===== config.mk =====
export PLATFORM = sky130hd
export DESIGN_NAME = freq_cal_controller
export DESIGN_NICKNAME = d
export VERILOG_FILES = /design/src/rtl/freq_ctrl_pkg.sv /design/src/rtl/tick_window_counter.sv /design/src/rtl/freq_cal_controller.sv
export SDC_FILE = /design/constraint.sdc
export NUM_CORES = 1
export LEC_CHECK = 0
export ABC_AREA = 0
export BUFFER_PORTS_ARGS = -buffer_cell sky130_fd_sc_hd__buf_2
export CORE_ASPECT_RATIO = 0.5
export CORE_MARGIN = 4
export CORE_UTILIZATION = 50
export CTS_CLUSTER_DIAMETER = 50
export DETAILED_ROUTE_END_ITERATION = 8
export PLACE_DENSITY = 0.75
export REMOVE_ABC_BUFFERS = 1
export SLEW_MARGIN = 5
export SYNTH_ARGS = -nofsm -noshare
export SYNTH_HDL_FRONTEND = slang
export SYNTH_SLANG_ARGS = --single-unit

===== constraint.sdc =====
create_clock -name clk_frequency -period 7.42 [get_ports clk_frequency]
set_input_delay 0.371 -clock clk_frequency [delete_from_list [all_inputs] [get_ports clk_frequency]]
set_output_delay 0.371 -clock clk_frequency [all_outputs]
set_load 0.02 [all_outputs]

===== src/rtl/freq_ctrl_pkg.sv =====
// Shared types and helpers for the ring-oscillator frequency calibration sequencer.
package freq_ctrl_pkg;

  typedef enum logic [2:0] {
    StIdle,
    StLoad,
    StMeasure,
    StEval,
    StAdjust,
    StLocked,
    StFail
  } state_e;

  typedef enum logic {
    DIR_UP,
    DIR_DOWN
  } dir_e;

  // All-ones value for a given width, used as the saturation ceiling.
  function automatic logic [31:0] sat_max(input int unsigned width);
    return (width >= 32) ? 32'hffff_ffff : ((32'd1 << width) - 32'd1);
  endfunction

endpackage


===== src/rtl/tick_window_counter.sv =====
// Counts synchronized ring ticks over a fixed window of reference-clock cycles.
module tick_window_counter
  import freq_ctrl_pkg::*;
#(
  parameter int unsigned WINDOW = 256,
  parameter int unsigned WIDTH  = 8
) (
  input  logic             clk,
  input  logic             rst,
  input  logic             run,
  input  logic             ring_tick,
  output logic             done,
  output logic [WIDTH-1:0] count
);

  localparam int unsigned     CW      = (WINDOW > 1) ? $clog2(WINDOW) : 1;
  localparam logic [CW-1:0]   LastCyc = CW'(WINDOW - 1);
  localparam logic [WIDTH-1:0] SatMax = WIDTH'(sat_max(WIDTH));

  logic [CW-1:0]    cyc_q;
  logic [WIDTH-1:0] acc_q;

  // count includes the current cycle's tick so it is complete when done is high.
  always_comb begin
    done  = run && (cyc_q == LastCyc);
    count = (ring_tick && (acc_q != SatMax)) ? acc_q + WIDTH'(1) : acc_q;
  end

  // Idle or a finished window clears, so back-to-back windows restart cleanly.
  always_ff @(posedge clk or posedge rst) begin
    if (rst) begin
      cyc_q <= '0;
      acc_q <= '0;
    end else if (!run || done) begin
      cyc_q <= '0;
      acc_q <= '0;
    end else begin
      cyc_q <= cyc_q + CW'(1);
      acc_q <= count;
    end
  end

endmodule


===== src/rtl/freq_cal_controller.sv =====
// Closed-loop calibration sequencer: measures ring frequency per window and steps
// the divider until the band is held for LOCK_COUNT consecutive windows.
module freq_cal_controller
  import freq_ctrl_pkg::*;
#(
  parameter int unsigned WIDTH      = 8,
  parameter int unsigned WINDOW     = 256,
  parameter int unsigned LOCK_COUNT = 4,
  parameter int unsigned MAX_ITER   = 64
) (
  input  logic             clk_frequency,
  input  logic             rst_frequency,
  input  logic             init,
  input  logic             ring_tick,
  input  logic [WIDTH-1:0] fmin,
  input  logic [WIDTH-1:0] fmax,
  input  logic [WIDTH-1:0] setperiod,
  output logic [WIDTH-1:0] adjusteddiv,
  output logic             increment,
  output logic             decrement,
  output logic [WIDTH-1:0] meas_count,
  output logic             busy,
  output logic             locked,
  output logic             fail
);

  localparam int unsigned      IW     = (MAX_ITER > 0) ? $clog2(MAX_ITER + 1) : 1;
  localparam int unsigned      GW     = $clog2(LOCK_COUNT + 1);
  localparam logic [WIDTH-1:0] SatMax = WIDTH'(sat_max(WIDTH));

  state_e           state_q, state_d;
  logic [WIDTH-1:0] adj_q, adj_d;
  logic [WIDTH-1:0] meas_q, meas_d;
  logic [IW-1:0]    iter_q, iter_d;
  logic [GW-1:0]    good_q, good_d;
  logic             inc_q, inc_d;
  logic             dec_q, dec_d;

  logic             win_run;
  logic             win_done;
  logic [WIDTH-1:0] win_count;

  logic [WIDTH-1:0] eval_val;
  logic             too_slow;
  logic             too_fast;
  logic             in_band;
  dir_e             dir;
  logic             step_ok;

  assign win_run = (state_q == StMeasure) || (state_q == StLocked);

  tick_window_counter #(
    .WINDOW(WINDOW),
    .WIDTH (WIDTH)
  ) u_win (
    .clk      (clk_frequency),
    .rst      (rst_frequency),
    .run      (win_run),
    .ring_tick(ring_tick),
    .done     (win_done),
    .count    (win_count)
  );

  // LOCKED judges its window as it closes; EVAL judges the latched count.
  always_comb begin
    eval_val = (state_q == StLocked) ? win_count : meas_q;
    too_slow = eval_val < fmin;
    too_fast = eval_val > fmax;
    in_band  = !too_slow && !too_fast;
    dir      = too_slow ? DIR_DOWN : DIR_UP;
    step_ok  = (iter_q != IW'(MAX_ITER)) &&
               ((dir == DIR_DOWN) ? (adj_q != '0) : (adj_q != SatMax));
  end

  // The step is registered on entry to ADJUST so the pulse and the new divider
  // are visible during ADJUST; no pulse there means the step was refused.
  always_comb begin
    state_d = state_q;
    adj_d   = adj_q;
    meas_d  = meas_q;
    iter_d  = iter_q;
    good_d  = good_q;
    inc_d   = 1'b0;
    dec_d   = 1'b0;

    if (!init) begin
      state_d = StIdle;
    end else begin
      unique case (state_q)
        StIdle: state_d = StLoad;
        StLoad: begin
          adj_d   = setperiod;
          iter_d  = '0;
          good_d  = '0;
          state_d = (fmin > fmax) ? StFail : StMeasure;
        end
        StMeasure: begin
          if (win_done) begin
            meas_d  = win_count;
            state_d = StEval;
          end
        end
        StEval: begin
          if (in_band) begin
            good_d  = good_q + GW'(1);
            state_d = ((good_q + GW'(1)) == GW'(LOCK_COUNT)) ? StLocked : StMeasure;
          end else begin
            good_d  = '0;
            state_d = StAdjust;
            if (step_ok) begin
              iter_d = iter_q + IW'(1);
              if (dir == DIR_DOWN) begin
                adj_d = adj_q - WIDTH'(1);
                dec_d = 1'b1;
              end else begin
                adj_d = adj_q + WIDTH'(1);
                inc_d = 1'b1;
              end
            end
          end
        end
        StAdjust: state_d = (inc_q || dec_q) ? StMeasure : StFail;
        StLocked: begin
          if (win_done) begin
            meas_d = win_count;
            if (!in_band) begin
              good_d  = '0;
              state_d = StAdjust;
              if (step_ok) begin
                iter_d = iter_q + IW'(1);
                if (dir == DIR_DOWN) begin
                  adj_d = adj_q - WIDTH'(1);
                  dec_d = 1'b1;
                end else begin
                  adj_d = adj_q + WIDTH'(1);
                  inc_d = 1'b1;
                end
              end
            end
          end
        end
        StFail: state_d = StFail;
        default: state_d = StIdle;
      endcase
    end
  end

  always_ff @(posedge clk_frequency or posedge rst_frequency) begin
    if (rst_frequency) begin
      state_q <= StIdle;
      adj_q   <= '0;
      meas_q  <= '0;
      iter_q  <= '0;
      good_q  <= '0;
      inc_q   <= 1'b0;
      dec_q   <= 1'b0;
    end else begin
      state_q <= state_d;
      adj_q   <= adj_d;
      meas_q  <= meas_d;
      iter_q  <= iter_d;
      good_q  <= good_d;
      inc_q   <= inc_d;
      dec_q   <= dec_d;
    end
  end

  assign adjusteddiv = adj_q;
  assign meas_count  = meas_q;
  assign increment   = inc_q;
  assign decrement   = dec_q;
  assign busy        = (state_q == StLoad) || (state_q == StMeasure) ||
                       (state_q == StEval) || (state_q == StAdjust);
  assign locked      = (state_q == StLocked);
  assign fail        = (state_q == StFail);

endmodule


# Word level (Yosys, flattened, before mapping)
# Cells that the tools add are included.
# classes
n_shift	0
order_cmp	3
muxes	40
div	0
reduce_logical	21
eq_ne	16
multipliers	0
n_bitwise	0
addsub	6
# ops
cell	n
8-bit two-way mux	8
3-bit two-way mux	11
8-bit by 1-bit adder with 8-bit output, second input constant	3
8-bit one-hot mux with 3 select lines	1
7-bit two-way mux	3
3-bit one-hot mux with 7 select lines	1
7-bit one-hot mux with 3 select lines	1
8-bit > comparator	2
8-bit != test, second input constant	2
3-bit == test, second input constant	4
1-bit two-way mux	12
3-bit one-hot mux with 3 select lines	1
3-bit AND reduction	3
8-bit == test, second input constant	1
8-bit less-than comparator	1
8-bit nonzero test	1
8-bit by 1-bit subtractor with 8-bit output, second input constant	1
7-bit by 1-bit adder with 7-bit output, second input constant	1
7-bit != test, second input constant	1
3-bit by 2-bit == test with 1-bit output, second input constant	2
1-bit logical OR	6
3-bit by 2-bit != test with 1-bit output, second input constant	2
1-bit logical AND	4
1-bit one-hot mux with 2 select lines	2
10 further kinds	12
# totals
out_inout_bits	21
mem_bits_rw	0
elab_cells	95
inputBits	28
reg_bits	47
memories	0
romBits	0
latchBits	0

# Logic depth before layout (Yosys ltp)
# logic_depth
ltp_word	13
mapped_depth	21

# Modules after synthesis
# From an unflattened synthesis, not the netlist that was laid out.
# hier_totals
hier_cells	399
hier_area_um2	3520.9
# modules_own_cells
module	n_inst	area_per_inst_um2	cells_each
freq_cal_controller	1	2583.7	300
tick_window_counter	1	937.1	99

# Worst setup path before layout
# Ideal clock, no wire load.
# synth_path
kind	flip-flop to flip-flop
from	reg u_win.acc_q[0]
to	reg adj_q[7] (netlist: adjusteddiv[7])
arrival_time_ps	4254
slack_ps	3037
setup_time_ps	128
path_buffers	0
synth_period_minus_slack_ps	4383
stages_incl_launch_ff	22
cell_sequence	dfrtp_1 ha_1 nand3_1 o21a_1 and3_1 nand4_1 xor2_1 o21ai_0 ha_1 nand4_1 nor2_1 o41ai_1 o21ai_2 inv_1 ha_1 a21oi_1 o211ai_1 o41ai_1 nand4_1 o22a_1 a21oi_1 a31oi_1
# synth_via
elab_chain_len	12
elab_cells_between_ends	18
cone_classes	add/sub (1); order compare (2); eq/ne (1); mux (9); reduce/logical (5)
# synth_lines
item	line	rtl
start, declared	tick_window_counter.sv:21	logic [WIDTH-1:0] acc_q;
start signal, assigned	tick_window_counter.sv:39	acc_q <= count;
parallel branches: the longest is 2 deep, another holds 8-bit by 1-bit adder with 8-bit output	--	
8-bit two-way mux *	tick_window_counter.sv:26	count = (ring_tick && (acc_q != SatMax)) ? acc_q + WIDTH'(1) : acc_q;
8-bit two-way mux *	freq_cal_controller.sv:66	eval_val = (state_q == StLocked) ? win_count : meas_q;
8-bit less-than comparator	freq_cal_controller.sv:67	too_slow = eval_val < fmin;
1-bit two-way mux	freq_cal_controller.sv:70	dir = too_slow ? DIR_DOWN : DIR_UP;
1-bit two-way mux	freq_cal_controller.sv:72	((dir == DIR_DOWN) ? (adj_q != '0) : (adj_q != SatMax));
1-bit logical AND	freq_cal_controller.sv:71	step_ok = (iter_q != IW'(MAX_ITER)) &&
8-bit two-way mux	freq_cal_controller.sv:110	if (step_ok) begin
8-bit two-way mux *	freq_cal_controller.sv:126	if (!in_band) begin
8-bit two-way mux	freq_cal_controller.sv:124	if (win_done) begin
8-bit one-hot mux with 3 select lines *	freq_cal_controller.sv:89	unique case (state_q)
end signal, assigned	freq_cal_controller.sv:159	adj_q <= adj_d;
end, declared	freq_cal_controller.sv:32	logic [WIDTH-1:0] adj_q, adj_d;
# Every way passes the cells marked *. The select of a mux whose other input is x is not followed.
# A chain may end at the register's enable or synchronous reset.

# Worst setup path in the final report
# Same ends and word-level chain as after synthesis.

==> impl_metrics.env <==
export IMPL_grt_overflow=0
export IMPL_syn_to_final_growth_pct=13.5
export IMPL_cts_sinks=47
export IMPL_synth_most_common_cell="dfrtp_1"
export IMPL_drive_gt1_share_pct=16.0
export IMPL_cp_startpoint="u_win.acc_q[0]"
export IMPL_nFillCells=557
export IMPL_tns_ps=0
export IMPL_start_kind="flop"
export IMPL_met2_length_um=3660
export IMPL_clk_latency_ps=300
export IMPL_cts_setup_buffers=0
export IMPL_ys_ff_latch=47
export IMPL_synthFlopType="dfrtp_1"
export IMPL_hpwlAfterDp_um=5960
export IMPL_wl_per_cell_um=15.4
export IMPL_seq_area_frac_synth_pct=35.3
export IMPL_cp_max_fo=9
export IMPL_grt_use_total_pct=20.8
export IMPL_fin_crit_ps=5030
export IMPL_path_class="reg2reg"
export IMPL_rows=20
export IMPL_cts_root_buffer="clkbuf_16"
export IMPL_die_width_um=123
export IMPL_synth_top_area_cell="dfrtp_1"
export IMPL_drv_slew=0
export IMPL_synth_warning_count=0
export IMPL_ys_types=54
export IMPL_drt_pass1_iterations=5
export IMPL_drc=0
export IMPL_slew_headroom_pct=53.3
export IMPL_skew_ps=3.96
export IMPL_core_mm2=0.00626
export IMPL_rsz0062_at_grt="false"
export IMPL_internal_power_mw=0.579
export IMPL_r2r_slack_ps=2390
export IMPL_die_area_mm2=0.00810
export IMPL_grt_max_degree=48
export IMPL_setup_viol=0
export IMPL_regToRegStartpoint="u_win.acc_q[0]"
export IMPL_r2r_cells=21
export IMPL_wl_met3_um=385
export IMPL_p_clk_share_pct=23.2
export IMPL_required_ps=7590
export IMPL_synth_common_cells="dfrtp_1, nand2_1, ha_1"
export IMPL_clock_path_buffers=2
export IMPL_power_total_mw=0.980
export IMPL_cts_resized=0
export IMPL_io_buffers=48
export IMPL_p_seq_share_pct=36.5
export IMPL_comb_power_share_pct=40.3
export IMPL_m1WireLength_um=3640
export IMPL_postSynth_asyncResetShare_pct=100
export IMPL_avgSynthCellArea_um2=8.88
export IMPL_ioPinCount=49
export IMPL_antenna_found_initial=0
export IMPL_synth_area_leaders="dfrtp_1, ha_1, nand2_1"
export IMPL_initial_core_util_pct=53.2
export IMPL_fmax_mhz=199
export IMPL_netlist_area_leader_share_pct=35.3
export IMPL_p_leak_nw=1.85
export IMPL_max_vdd_ir_drop_uv=240
export IMPL_die_h_um=65.7
export IMPL_clk_pin_slew_ps=70
export IMPL_num_vias=2927
export IMPL_switching_share_pct=40.9
export IMPL_power_density_mw_per_mm2=259
export IMPL_htree_levels=2
export IMPL_gp_congestion=0.869
export IMPL_r2r_end="adjusteddiv[7]"
export IMPL_detail_route_antenna_nets=0
export IMPL_cts_tree="built"
export IMPL_tightest_slew_ps=694
export IMPL_cap_violations=0
export IMPL_vias_per_cell=5.76
export IMPL_hold_buffers=0
export IMPL_holdCritPathClass="in2async"
export IMPL_nets=483
export IMPL_arrival_ps=5200
export IMPL_min_period_over_period_pct=67.7
export IMPL_highest_layer="met4"
export IMPL_final_hold_viol_count=0
export IMPL_syn_area_mm2=0.00333
export IMPL_first_global_vias=2877
export IMPL_endpoint_kind="flop"
export IMPL_antenna_cells=0
export IMPL_power_switching_mw=0.401
export IMPL_grt_pass1_wl_um=13300
export IMPL_drtIter0Drc=184
export IMPL_routed_wl_um=7840
export IMPL_synth_edff_count=0
export IMPL_numCtsBuffers=5
export IMPL_status="finished, final reports clean"
export IMPL_synth_cells=375
[registers in the layout (all words and copies together), names as in the netlist]
name	cells
adjusteddiv	8
decrement	1
good_q	3
increment	1
iter_q	7
meas_count	8
state_q	3
u_win.acc_q	8
u_win.cyc_q	8
[cells in the final DEF (no fill, tap or decap), types with 5 or more instances in the layout]
master,instances
buf_2,48
dfrtp_1,47
nand2_1,40
ha_1,35
nor2_1,31
o21ai_0,28
inv_1,25
nand3_1,19
nand4_1,12
a21oi_1,11
and3_1,11
xor2_1,10
xnor2_1,8
nor3_1,6
a221o_1,6
a21o_1,5
nor2b_1,5
clkbuf_16,5
[layout make-up]
class	count	area (um^2)	share of cell area, %
multi-input cells	289	2000	52.9
clock inverters	3	20.0	0.530
well taps	88	110	2.91
flip-flops and latches	47	1180	31.1
repair buffers	49	248	6.56
clock buffers	5	125	3.31
inverters	27	101	2.68
[worst max path at each step]
stage                           to  slack, ps  cells past startpoint
detailed placement  adjusteddiv[7]       2470                     21
CTS                 adjusteddiv[7]       2420                     21
global route        adjusteddiv[7]       1770                     21
global placement    adjusteddiv[7]       2660                     21
finish              adjusteddiv[7]       2390                     21
floorplan           adjusteddiv[7]       3040                     21
[stage by stage]
step | hold slack, ps | util [%] | std cells | instance area [um^2] | setup WS, ps
CTS | 247 | 60.4 | 508 | 3780 | 2420
detailed placement | 478 | 58.1 | 500 | 3630 | 2470
global placement | 464 | 58.1 | 500 | 3630 | 2660
global route | 283 | 60.4 | 508 | 3780 | 1770
floorplan | 447 | - | 363 | 3280 | 3040
finish | 227 | 60.4 | 508 | 3780 | 2390
[cell families after synthesis]
logic type      after synthesis  share of synthesized area (%)
compound gates               86                           17.7
xor+xnor                     18                           4.74
fa+ha+maj                    36                           13.8
buf+inv                      39                           4.62
flops                        47                           35.3
mux                           6                           2.52
simple gates                143                           21.3
[power by group through the flow]
stage	Sequential, mW	Combinational, mW	Clock, mW
3_5_place_dp	0.362	0.390	0
4_1_cts	0.357	0.395	0.233
3_3_place_gp	0.357	0.381	0
5_1_grt	0.366	0.441	0.244
6_report	0.358	0.395	0.227
2_1_floorplan	0.372	0.267	0
[critical path, cell delays in order (launching register included)]
cell and delay [ps]:
dfrtp_1 410, ha_1 240, nand3_1 80, o21a_1 210, and3_1 220, nand4_1 110, xor2_1 220, o21ai_0 150
ha_1 320, nand4_1 110, nor2_1 190, o41ai_1 120, o21ai_2 440, inv_1 300, ha_1 340, a21oi_1 180
o211ai_1 150, o41ai_1 530, nand4_1 180, o22a_1 210, a21oi_1 130, a31oi_1 60
[per-layer routing]
metal / global-route usage, % / up-vias
li1: - / 1441
met1: 27.4 / 1391
met2: 34.2 / 79
met3: 3.96 / 16
met4: 7.45 / 0
met5: 0 / -
(Power assumes the default switching activity.)
